==> src/rtl/lsu_mem_ctrl.sv <==
// rtl/lsu_mem_ctrl.sv - load/store unit between the core datapath and a req/gnt/rvalid data memory
//
// Purpose:
//   Captures one load or store from the core and runs it as a req/gnt
//   (+ rvalid for loads) memory transaction. It builds the byte enables and
//   the lane-replicated store data, and returns sign/zero-extended load data.
//   The core is held on stall until the access completes.
//
// Optional feature (macro LSU_MISALIGN_TRAP_EN):
//   defined   - misaligned half/word accesses skip the memory, go straight to
//               DONE and raise misalign_fault alongside core_done.
//   undefined - misaligned low address bits are ignored; misalign_fault = 0.
//
// Ports:
//   clk, reset            clock (rising edge), asynchronous active-low reset
//   core_req/we/funct3    access request, direction and RISC-V size/sign code
//   core_addr/wdata       byte address and store data from the datapath
//   core_rdata            extended load data, valid while core_done = 1
//   core_done             one-cycle completion pulse
//   stall                 freeze PC/pipeline while high
//   misalign_fault        misaligned-access flag (trap build only)
//   mem_req/we/addr/be    memory request (held until mem_gnt), word address, byte enables
//   mem_wdata             lane-aligned store data
//   mem_gnt               request accepted this cycle
//   mem_rvalid/rdata      read data return
module lsu_mem_ctrl #(
  parameter int DATA_W     = 32,
  parameter int DM_ADDRESS = 9
) (
  input  logic                  clk,
  input  logic                  reset,
  input  logic                  core_req,
  input  logic                  core_we,
  input  logic [2:0]            core_funct3,
  input  logic [31:0]           core_addr,
  input  logic [DATA_W-1:0]     core_wdata,
  output logic [DATA_W-1:0]     core_rdata,
  output logic                  core_done,
  output logic                  stall,
  output logic                  misalign_fault,
  output logic                  mem_req,
  output logic                  mem_we,
  output logic [DM_ADDRESS-1:0] mem_addr,
  output logic [3:0]            mem_be,
  output logic [DATA_W-1:0]     mem_wdata,
  input  logic                  mem_gnt,
  input  logic                  mem_rvalid,
  input  logic [DATA_W-1:0]     mem_rdata
);

  localparam logic [1:0] ST_IDLE = 2'd0;
  localparam logic [1:0] ST_REQ  = 2'd1;
  localparam logic [1:0] ST_WAIT = 2'd2;
  localparam logic [1:0] ST_DONE = 2'd3;

  // Byte-address bits actually needed: word address plus the lane offset.
  localparam int AW = DM_ADDRESS + 2;

  logic [1:0]        state;
  logic [1:0]        state_nxt;
  logic              we_q;
  logic [2:0]        f3_q;
  logic [AW-1:0]     addr_q;
  logic [DATA_W-1:0] wdata_q;
  logic [1:0]        lane;
  logic [3:0]        be;
  logic [DATA_W-1:0] wdata_lane;
  logic [7:0]        rd_byte;
  logic [15:0]       rd_half;
  logic [DATA_W-1:0] load_ext;
  logic              misalign_now;
  logic              unused_addr_hi;

  // Address bits above the data memory range never reach the memory.
  assign unused_addr_hi = ^core_addr[31:AW];

`ifdef LSU_MISALIGN_TRAP_EN
  logic fault_q;

  // funct3[1:0]: 00 byte, 01 half, 1x word.
  assign misalign_now = ((core_funct3[1:0] == 2'b01) && core_addr[0]) ||
                        (core_funct3[1] && (core_addr[1:0] != 2'b00));

  // Refreshed on every accepted request, so a trap never leaks into the
  // next transaction's DONE cycle.
  always_ff @(posedge clk or negedge reset) begin
    if (!reset) begin
      fault_q <= 1'b0;
    end else if ((state == ST_IDLE) && core_req) begin
      fault_q <= misalign_now;
    end
  end

  assign misalign_fault = (state == ST_DONE) && fault_q;
`else
  assign misalign_now   = 1'b0;
  assign misalign_fault = 1'b0;
`endif

  always_ff @(posedge clk or negedge reset) begin
    if (!reset) begin
      state      <= ST_IDLE;
      we_q       <= 1'b0;
      f3_q       <= 3'b000;
      addr_q     <= '0;
      wdata_q    <= '0;
      core_rdata <= '0;
    end else begin
      state <= state_nxt;
      if ((state == ST_IDLE) && core_req) begin
        we_q    <= core_we;
        f3_q    <= core_funct3;
        addr_q  <= core_addr[AW-1:0];
        wdata_q <= core_wdata;
      end
      // Only a load in WAIT updates core_rdata; stores and stray rvalids leave it.
      if ((state == ST_WAIT) && mem_rvalid) begin
        core_rdata <= load_ext;
      end
    end
  end

  always_comb begin
    state_nxt = state;
    case (state)
      ST_IDLE: begin
        if (core_req) begin
          state_nxt = misalign_now ? ST_DONE : ST_REQ;
        end
      end
      ST_REQ: begin
        if (mem_gnt) begin
          state_nxt = we_q ? ST_DONE : ST_WAIT;
        end
      end
      ST_WAIT: begin
        if (mem_rvalid) begin
          state_nxt = ST_DONE;
        end
      end
      default: state_nxt = ST_IDLE;
    endcase
  end

  assign lane = addr_q[1:0];

  always_comb begin
    be         = 4'b1111;
    wdata_lane = wdata_q;
    case (f3_q[1:0])
      2'b00: begin
        be         = 4'b0001 << lane;
        wdata_lane = {4{wdata_q[7:0]}};
      end
      2'b01: begin
        be         = lane[1] ? 4'b1100 : 4'b0011;
        wdata_lane = {2{wdata_q[15:0]}};
      end
      default: begin
        be         = 4'b1111;
        wdata_lane = wdata_q;
      end
    endcase
  end

  always_comb begin
    rd_byte = mem_rdata[{lane, 3'b000} +: 8];
    rd_half = lane[1] ? mem_rdata[31:16] : mem_rdata[15:0];
    case (f3_q)
      3'b000:  load_ext = {{24{rd_byte[7]}}, rd_byte};
      3'b100:  load_ext = {24'd0, rd_byte};
      3'b001:  load_ext = {{16{rd_half[15]}}, rd_half};
      3'b101:  load_ext = {16'd0, rd_half};
      default: load_ext = mem_rdata;
    endcase
  end

  // Memory-side outputs are zero outside REQ so a parked LSU presents nothing.
  assign mem_req   = (state == ST_REQ);
  assign mem_we    = mem_req && we_q;
  assign mem_addr  = mem_req ? addr_q[AW-1:2] : '0;
  assign mem_be    = mem_req ? be : 4'b0000;
  assign mem_wdata = mem_req ? wdata_lane : '0;

  assign core_done = (state == ST_DONE);

  // The IDLE term is combinational on core_req; gate it with reset so stall
  // stays low while reset is held.
  assign stall = reset && (((state == ST_IDLE) && core_req) ||
                           (state == ST_REQ) || (state == ST_WAIT));

endmodule
==> config.mk <==
export PLATFORM = sky130hd
export DESIGN_NAME = lsu_mem_ctrl
export DESIGN_NICKNAME = d
export VERILOG_FILES = /design/src/rtl/lsu_mem_ctrl.sv
export SDC_FILE = /design/constraint.sdc
export NUM_CORES = 1
export LEC_CHECK = 0
export ABC_CLOCK_PERIOD_IN_PS = 3150
export BUFFER_PORTS_ARGS = -buffer_cell sky130_fd_sc_hd__buf_2
export CORE_MARGIN = 10
export CORE_UTILIZATION = 36
export DETAILED_ROUTE_END_ITERATION = 8
export GPL_TIMING_DRIVEN = 0
export PLACE_DENSITY = 0.68
export SKIP_CTS_REPAIR_TIMING = 1
export SLEW_MARGIN = 20
export SYNTH_ARGS = -nofsm -noshare
export SYNTH_HDL_FRONTEND = slang
export SYNTH_SLANG_ARGS = --single-unit
==> constraint.sdc <==
create_clock -name clk -period 3.15 [get_ports clk]
set_input_delay 0.63 -clock clk [delete_from_list [all_inputs] [get_ports clk]]
set_output_delay 0.63 -clock clk [all_outputs]
set_load 0.005 [all_outputs]
==> results of run 1 <==
logic make-up (layout without fill, tap and decap cells):
logic type,Yosys count,in the layout,share of synthesized area (%)
AO/OA/AOI/OAI,131,131,18.80
adder cells (fa/ha/maj),5,5,1.274
buffers and inverters,53,233,7.159
flip-flops,81,81,41.27
multiplexers,75,75,16.94
other,1,3,0.07636
AND/OR/NAND/NOR,129,129,14.47
flip-flops by register name (all words and copies together), names as in the netlist:
register	count
addr_q	11
core_rdata	32
state	2
f3_q	3
we_q	1
wdata_q	32
power groups by stage:
stage / Clock [mW] / Sequential (mW) / Combinational (mW)
after floorplan: 0 / 1.88 / 2.41
after global placement: 0 / 1.92 / 3.54
after detailed placement: 0 / 1.95 / 3.63
after CTS: 1.10 / 1.93 / 3.65
after global routing: 1.14 / 2.01 / 3.98
final: 1.07 / 1.94 / 3.62
layout by cell type (no fill, tap or decap), types with 15 or more instances in the layout:
master and instances:
a21oi_1 42, a221oi_1 19, a31o_2 15, a31oi_1 16
and2_1 27, buf_2 181, dfrtp_1 81, mux2_2 57
mux2i_1 16, nand2_1 46, nor2_1 16
through the flow:
stage                     power, mW  util (%)
final                         6.637     47.23
after global routing          7.141     47.21
after CTS                     6.684     47.19
after detailed placement      5.583     44.96
after global placement        5.460     44.73
after floorplan               4.286         -
worst max-delay path, cell delays in order (launching register included):
cell and delay (ps):
dfrtp_1 420, inv_1 110, ha_1 250, clkbuf_1 450, clkbuf_1 370, and2_1 220, buf_2 130
cell type report:
cell class / instances / share of cell area (%)
Clock inverter: 5 / 0.8567
Antenna cell: 2 / 0.07970
Tap cell: 176 / 3.507
Buffer: 48 / 5.320
Multi-Input combinational cell: 341 / 40.33
Clock buffer: 11 / 3.865
Inverter: 5 / 0.2989
Timing Repair Buffer: 164 / 13.47
Sequential cell: 81 / 32.28
layer usage:
metal | track usage [%] | part of all wire, % | wire, um
met5 | 0 | 0.15 | 27
met4 | 5.445 | 2.0 | 346
met3 | 9.128 | 13 | 2298
met2 | 28.99 | 45 | 7920
met1 | 22.12 | 39 | 6881
path summary, 6_finish.rpt:
kind | endpoint
worst min-delay path | core_rdata[6]
worst max-delay path | mem_wdata[24]
worst max register to register | addr_q[1]
max in group asynchronous | addr_q[7]
worst min register to register | core_rdata[4]
min in group clk | core_rdata[4]
==> summary.md, run 1 <==
| Metric | Value |
|---|---|
| Yosys cell types | `45` |
| CP arrival | `2290 ps` |
| Max cap viols | `0` |
| Cell taking the most area after synthesis | `dfrtp_1` |
| Fill cells | `~1.3k` |
| Pwr Density | `1057 mW/mm^2` |
| # clock sinks | `81` |
| Sequential Area | `0.002027 mm^2` |
| Die area | `0.01871 mm^2` |
| Num CTS Buffers | `9` |
| Worst-path clk slew | `around 60 ps` |
| CTS tree | `done` |
| Slew Limit Fails | `0` |
| Share of layout cells above drive strength 1 | `45.95%` |
| GR Overflow Total | `0` |
| Drt pass-1 iters | `5` |
| Final hold vios | `0` |
| Core area | `0.01330 mm^2` |
| Vias | `4535` |
| Final worst-path cycle share | `92.66%` |
| Pint | `just under 4 mW` |
| Crit path launch type | `flip-flop` |
| Register area share after synthesis | `a little over 40%` |
| Final Cell Area | `0.006280 mm^2` |
| Hold_ws | `233.9 ps` |
| Vias in the first global route | `a little under 5k` |
| Most common cell in the netlist | `dfrtp_1` |
| Synth Instances | `475` |
| Sequential power share | `29.2%` |
| Reg2reg start | `state[0]` |
| Routability cong. | `0.8812` |
| Final net count | `760` |
| Synthesis-stage register bit count | `a little over 80` |
| Maximum clock rate | `0.3426 GHz` |
| Number of antenna violations at the first check in global routing | `3` |
| Die height | `136.8 um` |
| Synth async-reset ratio | `100.0%` |
| Area grow syn2layout | `27.87%` |
| Vias per cell | `5.444` |
| # setup viols final | `0` |
| I/O Buffers | `163` |
| Kind of critical path | `reg -> out` |
| Number of enable flip-flop cells after synthesis | `0` |
| Final min period | `2919 ps` |
| Root buf cell | `clkbuf_16` |
| Row cnt | `42` |
| FF-to-FF setup slack | `1140 ps` |
| Largest fanout on the critical path | `10` |
| Tot GR Track Use | `18.57%` |
| Dpl hpwl | `13190 um` |
| Clock Skew | `7.628 ps` |
| Clk_lat worst skew | `350 ps` |
| Tightest Pin Transition | `608.0 ps` |
| Post-Syn Area | `0.004911 mm^2` |
| Syn avg cell area | `10.34 um^2` |
| Routed wire length | `17470 um` |
| Reg2Reg Depth | `6` |
| Starting Density | `between 30 and 40%` |
| Leakage power | `3.017 nW` |
| Die Width | `~140 um` |
| CP required | `2520 ps` |
| H-tree depth | `3` |
| Switching part of the total power | `40.69%` |
| Setup crit end kind | `output port` |
| Top FF cell, synth | `dfrtp_1` |
| Final non-filler cell total | `roughly 830` |
| Clock power share | `16.2%` |
| Largest net degree at the start of global routing | `52` |
| Share of the synthesized area in the top cell type | `41.27%` |
| Initial DRC count | `387` |
| Relative slew slack | `59.47%` |
| # IOs | `187` |
| Remaining antenna violation count | `0` |
| Clock buffer depth | `2` |
| Place WS | `459.7 ps` |
| Commonest cells post-synth | `81 x dfrtp_1, 57 x mux2_2, 46 x nand2_1, 42 x a21oi_1, 27 x and2_1` |
| Peak supply drop | `roughly 470 uV` |
| DR DRC count | `0` |
| RSZ-0062 raised after global routing | `no` |
| Placed inst area | `0.005977 mm^2` |
| Outcome | `finished, final reports clean` |
| NetSw | `2.700 mW` |
| Setup TNS | `0 ps` |
| Final setup margin | `231.4 ps` |
| First-pass GRT wire length | `roughly 27000 um` |
| Worst setup path start | `state[1]` |
| Largest cells by area after synthesis | `dfrtp_1 41%, mux2_2 13%, a21oi_1 4.3%, nand2_1 3.5%, and2_1 3.4%` |
| Post-synth net total | `585` |
| YS warnings | `0` |
| Area of the multi-input gates | `~0.0025 mm^2` |
| Placed Instances | `815` |
| Hold Crit Class | `in -> async` |
| Combinational share of power | `54.6%` |
| Wirelength per Cell | `20.98 um` |
Power figures use the tool's default switching activity.
==> inputs of run 2 (changes only) <==
--- a/config.mk
+++ b/config.mk
@@ -9,8 +9,8 @@
 export BUFFER_PORTS_ARGS = -buffer_cell sky130_fd_sc_hd__buf_2
 export CORE_MARGIN = 10
-export CORE_UTILIZATION = 36
+export CORE_UTILIZATION = 54
 export DETAILED_ROUTE_END_ITERATION = 8
-export GPL_TIMING_DRIVEN = 0
-export PLACE_DENSITY = 0.68
+export GPL_TIMING_DRIVEN = 1
+export PLACE_DENSITY = 0.93
 export SKIP_CTS_REPAIR_TIMING = 1
 export SLEW_MARGIN = 20
==> constraint.sdc (replaced) <==
create_clock -name clk -period 3.15 [get_ports clk]
set_input_delay 0.4725 -clock clk [delete_from_list [all_inputs] [get_ports clk]]
set_output_delay 0.4725 -clock clk [all_outputs]
set_load 0.005 [all_outputs]
==> run 2 against run 1 <==
Compared with the run above:
- critical path depth down 2
- design area down 7.4%
- sequential cell count unchanged
- wire length down 14%
- power down 10%
- utilization up 19 points
- via count down 2.5%
- first-iteration DRC count down 13%
==> summary.md, run 2 (same netlist as run 1, synthesis figures left out) <==
| Metric | Value |
|---|---|
| RSZ-0062 raised after global routing | `no` |
| Final hold vios | `0` |
| Row cnt | `34` |
| Peak supply drop | `between 500 and 600 uV` |
| FF-to-FF setup slack | `between 700 and 800 ps` |
| R2R Path End | `core_rdata[14]` |
| Vias in the first global route | `4582` |
| Final min period | `2630 ps` |
| Commonest non-fill, non-tap cell in the layout | `buf_2` |
| Dpl hpwl | `10870 um` |
| Remaining antenna violation count | `0` |
| Largest fanout on the critical path | `between 50 and 60` |
| Tightest Pin Transition | `988.9 ps` |
| Place WS | `761.0 ps` |
| Die Width | `115.4 um` |
| Maximum clock rate | `0.3803 GHz` |
| Slew Limit Fails | `0` |
| Final setup margin | `520.3 ps` |
| Hold_ws | `roughly 66 ps` |
| Clock Skew | `11.57 ps` |
| Routed wire length | `14990 um` |
| H-tree depth | `3` |
| Largest net degree at the start of global routing | `just under 60` |
| Area grow syn2layout | `18.47%` |
| Max cap viols | `0` |
| Hold Crit Class | `in -> async` |
| Final worst-path cycle share | `83.48%` |
| # setup viols final | `0` |
| Tot GR Track Use | `21.95%` |
| Ant diodes | `0` |
| Leakage power | `between 2 and 3 nW` |
| CP max-delay cell | `dfrtp_2` |
| Relative slew slack | `approximately 34%` |
| Biggest regs | `core_rdata (32), wdata_q (32), addr_q (11)` |
| Crit-path max cell delay | `720 ps` |
| Die area | `0.01331 mm^2` |
| Crit path cell chain | `buf_4 -> o21ai_0 -> and2_1 -> buf_2` |
| Setup TNS | `0 ps` |
| Die height | `115.4 um` |
| Setup crit end kind | `output port` |
| DR DRC count | `0` |
| CP top delay family | `flip-flops` |
| I/O Buffers | `164` |
| First-pass GRT wire length | `23540 um` |
| Reg2reg start | `state[0]` |
| Initial DRC count | `around 340` |
| Num CTS Buffers | `9` |
| Clock buffer depth | `2` |
| Core area | `roughly 0.009 mm^2` |
| Worst-path clk slew | `90 ps` |
| GR Overflow Total | `0` |
| Routability cong. | `0.9141` |
| Vias per cell | `a little over 6` |
| Reg2Reg Depth | `7` |
| Commonest non-fill, non-tap cells in the layout | `163 x buf_2, 80 x dfrtp_1, 57 x mux2_2` |
| # clock sinks | `81` |
| Crit path launch type | `flip-flop` |
| Number of antenna violations at the first check in global routing | `1` |
| Pwr Density | `around 1000 mW/mm^2` |
| Wirelength per Cell | `20.64 um` |
| Drt pass-1 iters | `5` |
| CTS tree | `done` |
| Root buf cell | `clkbuf_8` |
| Kind of critical path | `reg -> out` |
| Starting Density | `between 50% and 60%` |
| # IOs | `187` |
| CP required | `2680 ps` |
| CP arrival | `2160 ps` |
| Vias | `4420` |
| Final net count | `723` |
| Share of layout cells above drive strength 1 | `44.82%` |
| Outcome | `finished, final reports clean` |
| Clk_lat worst skew | `350 ps` |
| Crit path buf inv count | `2` |
## run 2: cell count changes in the layout (fill, tap and decap cells not counted), sizes merged
cell	before	now
clkinv	3	2
clkinvlp	0	2
clkbuf	23	10
diode	2	0
buf	200	175
## run 2: through the flow
stage                     std cells  power, mW  util, %  cell area, um^2
final                           726      5.960    66.07             5818
after global routing            726      6.411    66.07             5818
after CTS                       726      5.983    66.07             5818
after detailed placement        710      5.189    63.85             5623
after global placement          710      5.015    63.85             5623
after floorplan                 475      4.286        -             4911
## run 2: layout make-up
type,instances,area [um^2]
clock inverters,6,67.56
well taps,108,135.1
repair buffers,175,905.9
multi-input cells,341,2535
fillers,660,2988
clock buffers,10,127.6
flip-flops and latches,81,2028
inverters,5,18.77
## run 2: per-layer routing
layer  part of all wire [%]  routed length (um)  vias up  track usage [%]
met2                     47                7046      236            35.35
met4                    1.8                 263        2            6.503
li1                       -                   -     1990                -
met3                     12                1845       22            9.844
met1                     39                5822     2170            25.85
met5                  0.047                   7        -                0
## run 2: power by group
part	switching, mW	internal (mW)	total (mW)
Sequential	0.496	1.58	2.07
Combinational	1.60	1.51	3.11
Clock	0.402	0.370	0.772
Total	2.50	3.46	5.96
## run 2: worst max path at each step
| stage | depth (start not counted) | slack [ps] | start | to |
|---|---|---|---|---|
| final | 4 | 520 | f3_q[1] | mem_wdata[25] |
| after global routing | 4 | 330 | f3_q[1] | mem_wdata[25] |
| after CTS | 4 | 540 | f3_q[1] | mem_wdata[25] |
| after detailed placement | 7 | 760 | state[0] | core_rdata[14] |
| after global placement | 7 | 910 | state[0] | core_rdata[9] |
| after floorplan | 5 | 1350 | state[1] | mem_wdata[24] |
